### config.mk
export PLATFORM = sky130hd
export DESIGN_NAME = fp_div
export DESIGN_NICKNAME = d
export VERILOG_FILES = /design/src/rtl/fp_div.sv
export SDC_FILE = /design/constraint.sdc
export NUM_CORES = 1
export LEC_CHECK = 0
export ABC_AREA = 1
export CAP_MARGIN = 20
export CORE_MARGIN = 5
export CORE_UTILIZATION = 60
export DETAILED_ROUTE_END_ITERATION = 10
export DONT_BUFFER_PORTS = 1
export PLACE_DENSITY = 0.76
export SLEW_MARGIN = 20
export SYNTH_ARGS = -nofsm -noshare
export SYNTH_HDL_FRONTEND = slang
export SYNTH_SLANG_ARGS = --single-unit
### constraint.sdc
create_clock -name clk -period 4.9 [get_ports clk]
set_input_delay 0.98 -clock clk [delete_from_list [all_inputs] [get_ports clk]]
set_output_delay 0.98 -clock clk [all_outputs]
set_load 0.005 [all_outputs]
### src/rtl/fp_div.sv
// Sequential FP16 divider: y = a / b via restoring division, one quotient bit per cycle.
// Special-case, denormal and guard-bit rounding rules match the companion FP16 multiplier.
module fp_div (
  input  logic        clk,
  input  logic        rst_n,
  input  logic        in_valid,
  output logic        in_ready,
  input  logic [15:0] a,
  input  logic [15:0] b,
  output logic        out_valid,
  input  logic        out_ready,
  output logic [15:0] y,
  output logic        dz
);

  localparam int FP16_WIDTH = 16;
  localparam int FP16_BIAS  = 15;

  localparam logic [2:0] IDLE = 3'd0;
  localparam logic [2:0] PREP = 3'd1;
  localparam logic [2:0] DIV  = 3'd2;
  localparam logic [2:0] FIN  = 3'd3;
  localparam logic [2:0] DONE = 3'd4;

  logic [2:0]            state_q, state_d;
  logic [FP16_WIDTH-2:0] magA_q, magA_d, magB_q, magB_d;
  logic                  sign_q, sign_d;
  logic signed [7:0]     eq_q, eq_d;
  logic [10:0]           mb_q, mb_d;
  logic [11:0]           rem_q, rem_d;
  logic [11:0]           q_q, q_d;
  logic [3:0]            cnt_q, cnt_d;
  logic [FP16_WIDTH-1:0] y_q, y_d;
  logic                  dz_q, dz_d;
  logic                  special_q, special_d;

  function automatic logic [3:0] lzc11(input logic [10:0] v);
    lzc11 = 4'd0;
    for (int i = 0; i <= 10; i++) begin
      if (v[i]) lzc11 = 4'(10 - i);
    end
  endfunction

  logic [4:0]        expA, expB;
  logic [10:0]       sigA, sigB, maNorm, mbNorm;
  logic [3:0]        lzA, lzB;
  logic signed [7:0] ea, eb, eqRaw;
  logic              aInfNan, bInfNan, aZero, bZero;

  assign expA    = magA_q[14:10];
  assign expB    = magB_q[14:10];
  assign aInfNan = &expA;
  assign bInfNan = &expB;
  assign aZero   = (magA_q == '0);
  assign bZero   = (magB_q == '0);

  // Denormals get a zero hidden bit and E = -14, then are left-normalized like normals.
  assign sigA   = {|expA, magA_q[9:0]};
  assign sigB   = {|expB, magB_q[9:0]};
  assign lzA    = lzc11(sigA);
  assign lzB    = lzc11(sigB);
  assign maNorm = sigA << lzA;
  assign mbNorm = sigB << lzB;
  assign ea     = ((expA == 5'd0) ? -8'sd14 : $signed({3'b000, expA}) - 8'(FP16_BIAS))
                  - $signed({4'b0000, lzA});
  assign eb     = ((expB == 5'd0) ? -8'sd14 : $signed({3'b000, expB}) - 8'(FP16_BIAS))
                  - $signed({4'b0000, lzB});
  assign eqRaw  = ea - eb;

  logic                  isSpecial, specDz;
  logic [FP16_WIDTH-1:0] specY;

  always_comb begin
    isSpecial = 1'b1;
    specDz    = 1'b0;
    specY     = {sign_q, 5'h1F, 10'd0};
    if (aInfNan || bInfNan) begin
      specDz = 1'b0;
    end else if (bZero) begin
      specDz = 1'b1;
    end else if (aZero) begin
      specY = {sign_q, 15'd0};
    end else begin
      isSpecial = 1'b0;
    end
  end

  logic        remGe;
  logic [11:0] remSub;

  assign remGe  = (rem_q >= {1'b0, mb_q});
  assign remSub = rem_q - (remGe ? {1'b0, mb_q} : 12'd0);

  // q[11] is always set, so folding the rounding carry back into bit 10 keeps {1, mant} intact.
  logic [11:0]           qRnd;
  logic [10:0]           sigR;
  logic signed [7:0]     eqAdj;
  logic signed [8:0]     efield, shiftAmt;
  logic [9:0]            denorm;
  logic [FP16_WIDTH-1:0] finY;

  assign qRnd     = {1'b0, q_q[11:1]} + {11'd0, q_q[0]};
  assign sigR     = qRnd[10:0] | {qRnd[11], 10'd0};
  assign eqAdj    = eq_q + $signed({7'd0, qRnd[11]});
  assign efield   = {eqAdj[7], eqAdj} + 9'(FP16_BIAS);
  assign shiftAmt = 9'sd1 - efield;
  assign denorm   = 10'(sigR >> shiftAmt[3:0]);

  always_comb begin
    finY = {sign_q, 5'd0, denorm};
    if (efield >= 9'sd31) begin
      finY = {sign_q, 5'h1F, 10'd0};
    end else if (efield >= 9'sd1) begin
      finY = {sign_q, efield[4:0], sigR[9:0]};
    end else if (shiftAmt >= 9'sd11) begin
      finY = {sign_q, 15'd0};
    end
  end

  always_comb begin
    state_d   = state_q;
    magA_d    = magA_q;
    magB_d    = magB_q;
    sign_d    = sign_q;
    eq_d      = eq_q;
    mb_d      = mb_q;
    rem_d     = rem_q;
    q_d       = q_q;
    cnt_d     = cnt_q;
    y_d       = y_q;
    dz_d      = dz_q;
    special_d = special_q;
    case (state_q)
      IDLE: begin
        if (in_valid) begin
          magA_d  = a[14:0];
          magB_d  = b[14:0];
          sign_d  = a[15] ^ b[15];
          state_d = PREP;
        end
      end
      PREP: begin
        special_d = isSpecial;
        if (isSpecial) begin
          y_d     = specY;
          dz_d    = specDz;
          state_d = FIN;
        end else begin
          dz_d = 1'b0;
          mb_d = mbNorm;
          // Pre-doubling a smaller dividend guarantees the first quotient bit is 1.
          if (maNorm < mbNorm) begin
            rem_d = {maNorm, 1'b0};
            eq_d  = eqRaw - 8'sd1;
          end else begin
            rem_d = {1'b0, maNorm};
            eq_d  = eqRaw;
          end
          q_d     = 12'd0;
          cnt_d   = 4'd11;
          state_d = DIV;
        end
      end
      DIV: begin
        rem_d = remSub << 1;
        q_d   = {q_q[10:0], remGe};
        if (cnt_q == 4'd0) begin
          state_d = FIN;
        end else begin
          cnt_d = cnt_q - 4'd1;
        end
      end
      FIN: begin
        if (!special_q) y_d = finY;
        state_d = DONE;
      end
      DONE: begin
        if (out_ready) state_d = IDLE;
      end
      default: state_d = IDLE;
    endcase
  end

  always_ff @(posedge clk or negedge rst_n) begin
    if (!rst_n) begin
      state_q   <= IDLE;
      magA_q    <= '0;
      magB_q    <= '0;
      sign_q    <= 1'b0;
      eq_q      <= '0;
      mb_q      <= '0;
      rem_q     <= '0;
      q_q       <= '0;
      cnt_q     <= '0;
      y_q       <= '0;
      dz_q      <= 1'b0;
      special_q <= 1'b0;
    end else begin
      state_q   <= state_d;
      magA_q    <= magA_d;
      magB_q    <= magB_d;
      sign_q    <= sign_d;
      eq_q      <= eq_d;
      mb_q      <= mb_d;
      rem_q     <= rem_d;
      q_q       <= q_d;
      cnt_q     <= cnt_d;
      y_q       <= y_d;
      dz_q      <= dz_d;
      special_q <= special_d;
    end
  end

  assign in_ready  = (state_q == IDLE);
  assign out_valid = (state_q == DONE);
  assign y         = y_q;
  assign dz        = dz_q;

endmodule
==> qor.log <==
[clock_tree] clock root cell sky130_fd_sc_hd__clkbuf_16
[timing] Max Freq 224 MHz
[yosys] top cells by area in the synthesized netlist sky130_fd_sc_hd__dfrtp_1 30%, sky130_fd_sc_hd__nand2_1 19%, sky130_fd_sc_hd__ha_1 9.1%
[clock_tree] CTS Buf Count 9
[yosys] sequential fraction of the synthesis area 29.6%
[place] total instance count after detailed placement 1436
[timing] # setup viols final 0
[floorplan] starting density of the core 60.7%
[yosys] multiplexer share of the synthesized area 0.120%
[worst_setup_path] Setup crit end kind flip-flop
[routing] final routed wire length divided by cell count 13.6 um
[final_layout] post-synthesis to final-layout area growth 5.70%
[worst_setup_path] arrival time worst endpoint 4.71 ns
[routing] number of iterations in the first detailed-routing pass 5
[global_routing] number of global-route vias before repair 7574
[worst_setup_path] worst-case reg-to-reg path depth 23
[routing] number of DRC violations after detailed-routing iteration 0 491
[clock_tree] buffer count from post-CTS setup fixing 0
[yosys] Post-synth top cells 418 x sky130_fd_sc_hd__nand2_1, 175 x sky130_fd_sc_hd__inv_1, 111 x sky130_fd_sc_hd__nor2_1, 105 x sky130_fd_sc_hd__nand3_1, 99 x sky130_fd_sc_hd__dfrtp_1
[worst_setup_path] required time of the critical path 5.15 ns
[yosys] Distinct cells, synth 49
[yosys] Synth Cell Area 8360 sq um
[timing] final-report hold violation count 0
[clock_tree] TritonCTS clock tree built
[yosys] dominant combinational cell family by area after synthesis simple AND/OR/NAND/NOR gates
[global_routing] GRT met2 Usage 42.5%
[final_layout] count of non-filler cells in the finished layout 1451
[yosys] number of warnings issued by yosys 0
[clock_tree] H-tree Lvls 3
[yosys] Async SR Flop Fraction 100%
[global_routing] number of antenna violations at the first check in global routing 0
[place] global placer's final weighted congestion 0.954
[worst_setup_path] kind of critical path reg2reg
[global_routing] most utilized layer in the global route result met2
[timing] setup TNS 0 ns
[global_routing] met1 track demand over resource 33.8%
[final_layout] antenna diode instance count 0
[place] number of port buffers 0
[yosys] EDFF count, synth 0
[worst_setup_path] cell at the slowest stage of the critical path sky130_fd_sc_hd__fa_1
[worst_setup_path] cell breakdown of the critical path inv_1 > ha_1 > nand3_2 > inv_1 > nand3_1 > nor2_1 > inv_2 > fa_1 > fa_1 > inv_1 > ha_1 > a21oi_1 > nand2_1 > or2_2 > nand2_1 > nand2_1 > inv_1 > nand4_1 > xor2_1 > nand2_1 > o21ai_0 > nand2_1 > nand2_1
[routing] DRC violations left 0
[yosys] most numerous cell in the Yosys netlist sky130_fd_sc_hd__nand2_1
[yosys] share of the synthesized netlist area taken by xor and xnor gates 2.29%
[yosys] synthesized net count 1381
[worst_setup_path] startpoint class of the critical path flip-flop
[global_routing] gr usage total 25.3%
[run_status] outcome finished, final reports clean
[floorplan] horizontal die dimension 128 um
[timing] Max Slew Vio Count 0
[clock_tree] post-cts repair resize count 0
[floorplan] io pins 55
[routing] Routed Wire Length 19800 um
[timing] setup repair after global routing missed its margin no
[worst_setup_path] worst setup path endpoint eq_q[6]
[yosys] simple-gate area share of the yosys netlist 34.6%
[routing] remaining antenna violation count 0
[worst_setup_path] largest fanout on the critical path 9
[routing] routed via count 7872
[routing] post-detailed-route via-to-cell ratio 5.43
[floorplan] vertical die dimension 128 um
[min_path] Hold WC Path Type in2async
[yosys] syn avg cell area 6.56 sq um
[place] HPWL after detailed placement 15300 um
[worst_setup_path] slack of the worst reg-to-reg path 0.43 ns
[yosys] area share of the largest cell type after synthesis 29.6%
[timing] worst-margin pin slew 0.653 ns
[floorplan] Total Die Area 16400 sq um
[yosys] number of instances in the synthesized netlist 1275
[global_routing] Global Route met3 Usage 2.83%
[worst_setup_path] crit-path max cell delay 0.54 ns
[worst_setup_path] Most Frequent Cell on Critical Path sky130_fd_sc_hd__nand2_1
[floorplan] row cnt 43
[final_layout] fraction of final layout cells with drive strength greater than 1 4.48%
[clock_tree] Clock transition at path regs 0.07 ns
[floorplan] total core area 13800 sq um
[timing] Worst slew margin 56.3%
[timing] final critical-path required period 4.47 ns
[worst_setup_path] Critical R2R Launch magB_q[10]
[global_routing] largest net degree at the start of global routing 100
[final_layout] total number of nets in the final design 1373
[yosys] commonest register cell after synthesis sky130_fd_sc_hd__dfrtp_1
[global_routing] global route total overflow 0
[worst_setup_path] worst setup path start magB_q[10]
[clock_tree] CTS Hold Buffers Added 0
[yosys] Yosys reg bits 99
[timing] Tcrit/Tclk final 91.2%
[flow_run] maximum capacitance violations 0
[yosys] cell type with the largest total area after synthesis sky130_fd_sc_hd__dfrtp_1
[timing] Clock Skew 0.00840 ns
[global_routing] first-pass GRT wire length 34500 um
[worst_setup_path] Critical R2R Capture eq_q[6]
[clock_tree] Clock Path Buffers 2
[clock_tree] clock sinks 99
[yosys] Adder-Cell Fraction of Synth Area 11.3%
[clock_tree] insertion delay of the later-clocked pin in the worst-skew pair 0.35 ns
[yosys] complex-gate fraction of the synthesized area 12.4%
==> layer usage <==
| layer | vias up | wire (um) | part of all wire, % |
|---|---|---|---|
| met3 | 35 | 840 | 4.2 |
| met4 | 0 | 474 | 2.4 |
| met2 | 166 | 9270 | 47 |
| met1 | 3598 | 9220 | 47 |
| met5 | - | 0 | 0 |
| li1 | 4073 | - | - |
==> critical path: cells and delay by family, from the launching register on <==
| kind | cells | cell delay, ns |
|---|---|---|
| AOI/OAI and AO/OA | 2 | 0.27 |
| and+or+nand+nor | 11 | 1.43 |
| xor gates and xnor gates | 1 | 0.17 |
| adders and majority gates | 4 | 1.58 |
| DFF | 1 | 0.39 |
| buffers and inverters | 5 | 0.49 |
==> cell families after synthesis <==
kind of cell,count (synthesis)
buf+inv,210
simple gates,690
flops,99
xor+xnor,21
compound gates,184
fa+ha+maj,70
mux,1
==> metrics by stage <==
stage	worst slack (ns)	hold WS (ns)	instance area, sq um	utilization, %
finish	0.434	0.317	8840	64.2
global route	0.0200	0.303	8840	64.2
CTS	0.228	0.308	8840	64.2
detailed placement	0.261	0.470	8530	61.9
global placement	0.409	0.466	8530	61.9
floorplan	0.690	0.449	8360	-
==> cell type report <==
| type | instances | area, sq um |
|---|---|---|
| flip-flops and latches | 99 | 2480 |
| multi-input cells | 966 | 5070 |
| repair buffers | 10 | 75.1 |
| well taps | 180 | 225 |
| inverters | 181 | 679 |
| clock inverters | 4 | 76.3 |
| fillers | 1334 | 4930 |
| clock buffers | 11 | 233 |
==> state kept, by name, indices dropped and copies added, names as in the netlist <==
register   flops
eq_q           8
dz             1
q_q           12
magB_q        15
mb_q          11
special_q      1
rem_q         12
y             16
sign_q         1
cnt_q          4
magA_q        15
state_q        3
==> how the worst min path moves through the flow <==
| stage | endpoint | slack [ns] | from | depth (start not counted) |
|---|---|---|---|---|
| after CTS | magA_q[12] | 0.31 | rst_n | 0 |
| after global routing | magA_q[10] | 0.30 | rst_n | 0 |
| final | magA_q[12] | 0.32 | rst_n | 0 |
| after floorplan | y[15] | 0.45 | sign_q | 2 |
| after detailed placement | rem_q[0] | 0.47 | rem_q[0] | 2 |
| after global placement | special_q | 0.47 | special_q | 2 |
==> layout by cell type, fill, tap and decap left out, types with 2 or more instances in the layout <==
master                      count
sky130_fd_sc_hd__ha_1          61
sky130_fd_sc_hd__o211ai_1       6
sky130_fd_sc_hd__o21bai_1       3
sky130_fd_sc_hd__nand2_1      418
sky130_fd_sc_hd__o21ai_0       96
sky130_fd_sc_hd__a21o_1         2
sky130_fd_sc_hd__o21ai_1        2
sky130_fd_sc_hd__a211oi_1       2
sky130_fd_sc_hd__fa_1           9
sky130_fd_sc_hd__o22ai_1       14
sky130_fd_sc_hd__clkbuf_16      9
sky130_fd_sc_hd__nand3_1      105
sky130_fd_sc_hd__a31oi_1       11
sky130_fd_sc_hd__inv_2          5
sky130_fd_sc_hd__nor2_4         2
sky130_fd_sc_hd__and2_1         2
sky130_fd_sc_hd__nand4_1        8
sky130_fd_sc_hd__dfrtp_1       99
sky130_fd_sc_hd__bufinv_16      2
sky130_fd_sc_hd__nand3_2        5
sky130_fd_sc_hd__nand2_2        8
sky130_fd_sc_hd__o31ai_1        2
sky130_fd_sc_hd__o21a_1         2
sky130_fd_sc_hd__or2_2          7
sky130_fd_sc_hd__a21oi_1       35
sky130_fd_sc_hd__buf_4         10
sky130_fd_sc_hd__nor2_1       111
sky130_fd_sc_hd__xnor2_1        6
sky130_fd_sc_hd__a22oi_1        2
sky130_fd_sc_hd__nor2_2         2
sky130_fd_sc_hd__inv_1        175
sky130_fd_sc_hd__xor2_1        14
sky130_fd_sc_hd__nor3_1        17
sky130_fd_sc_hd__o221ai_1       2
sky130_fd_sc_hd__clkbuf_1       2
Power is not shown: default switching activity piles up to over one toggle a cycle in this logic, so the estimate is an artifact.
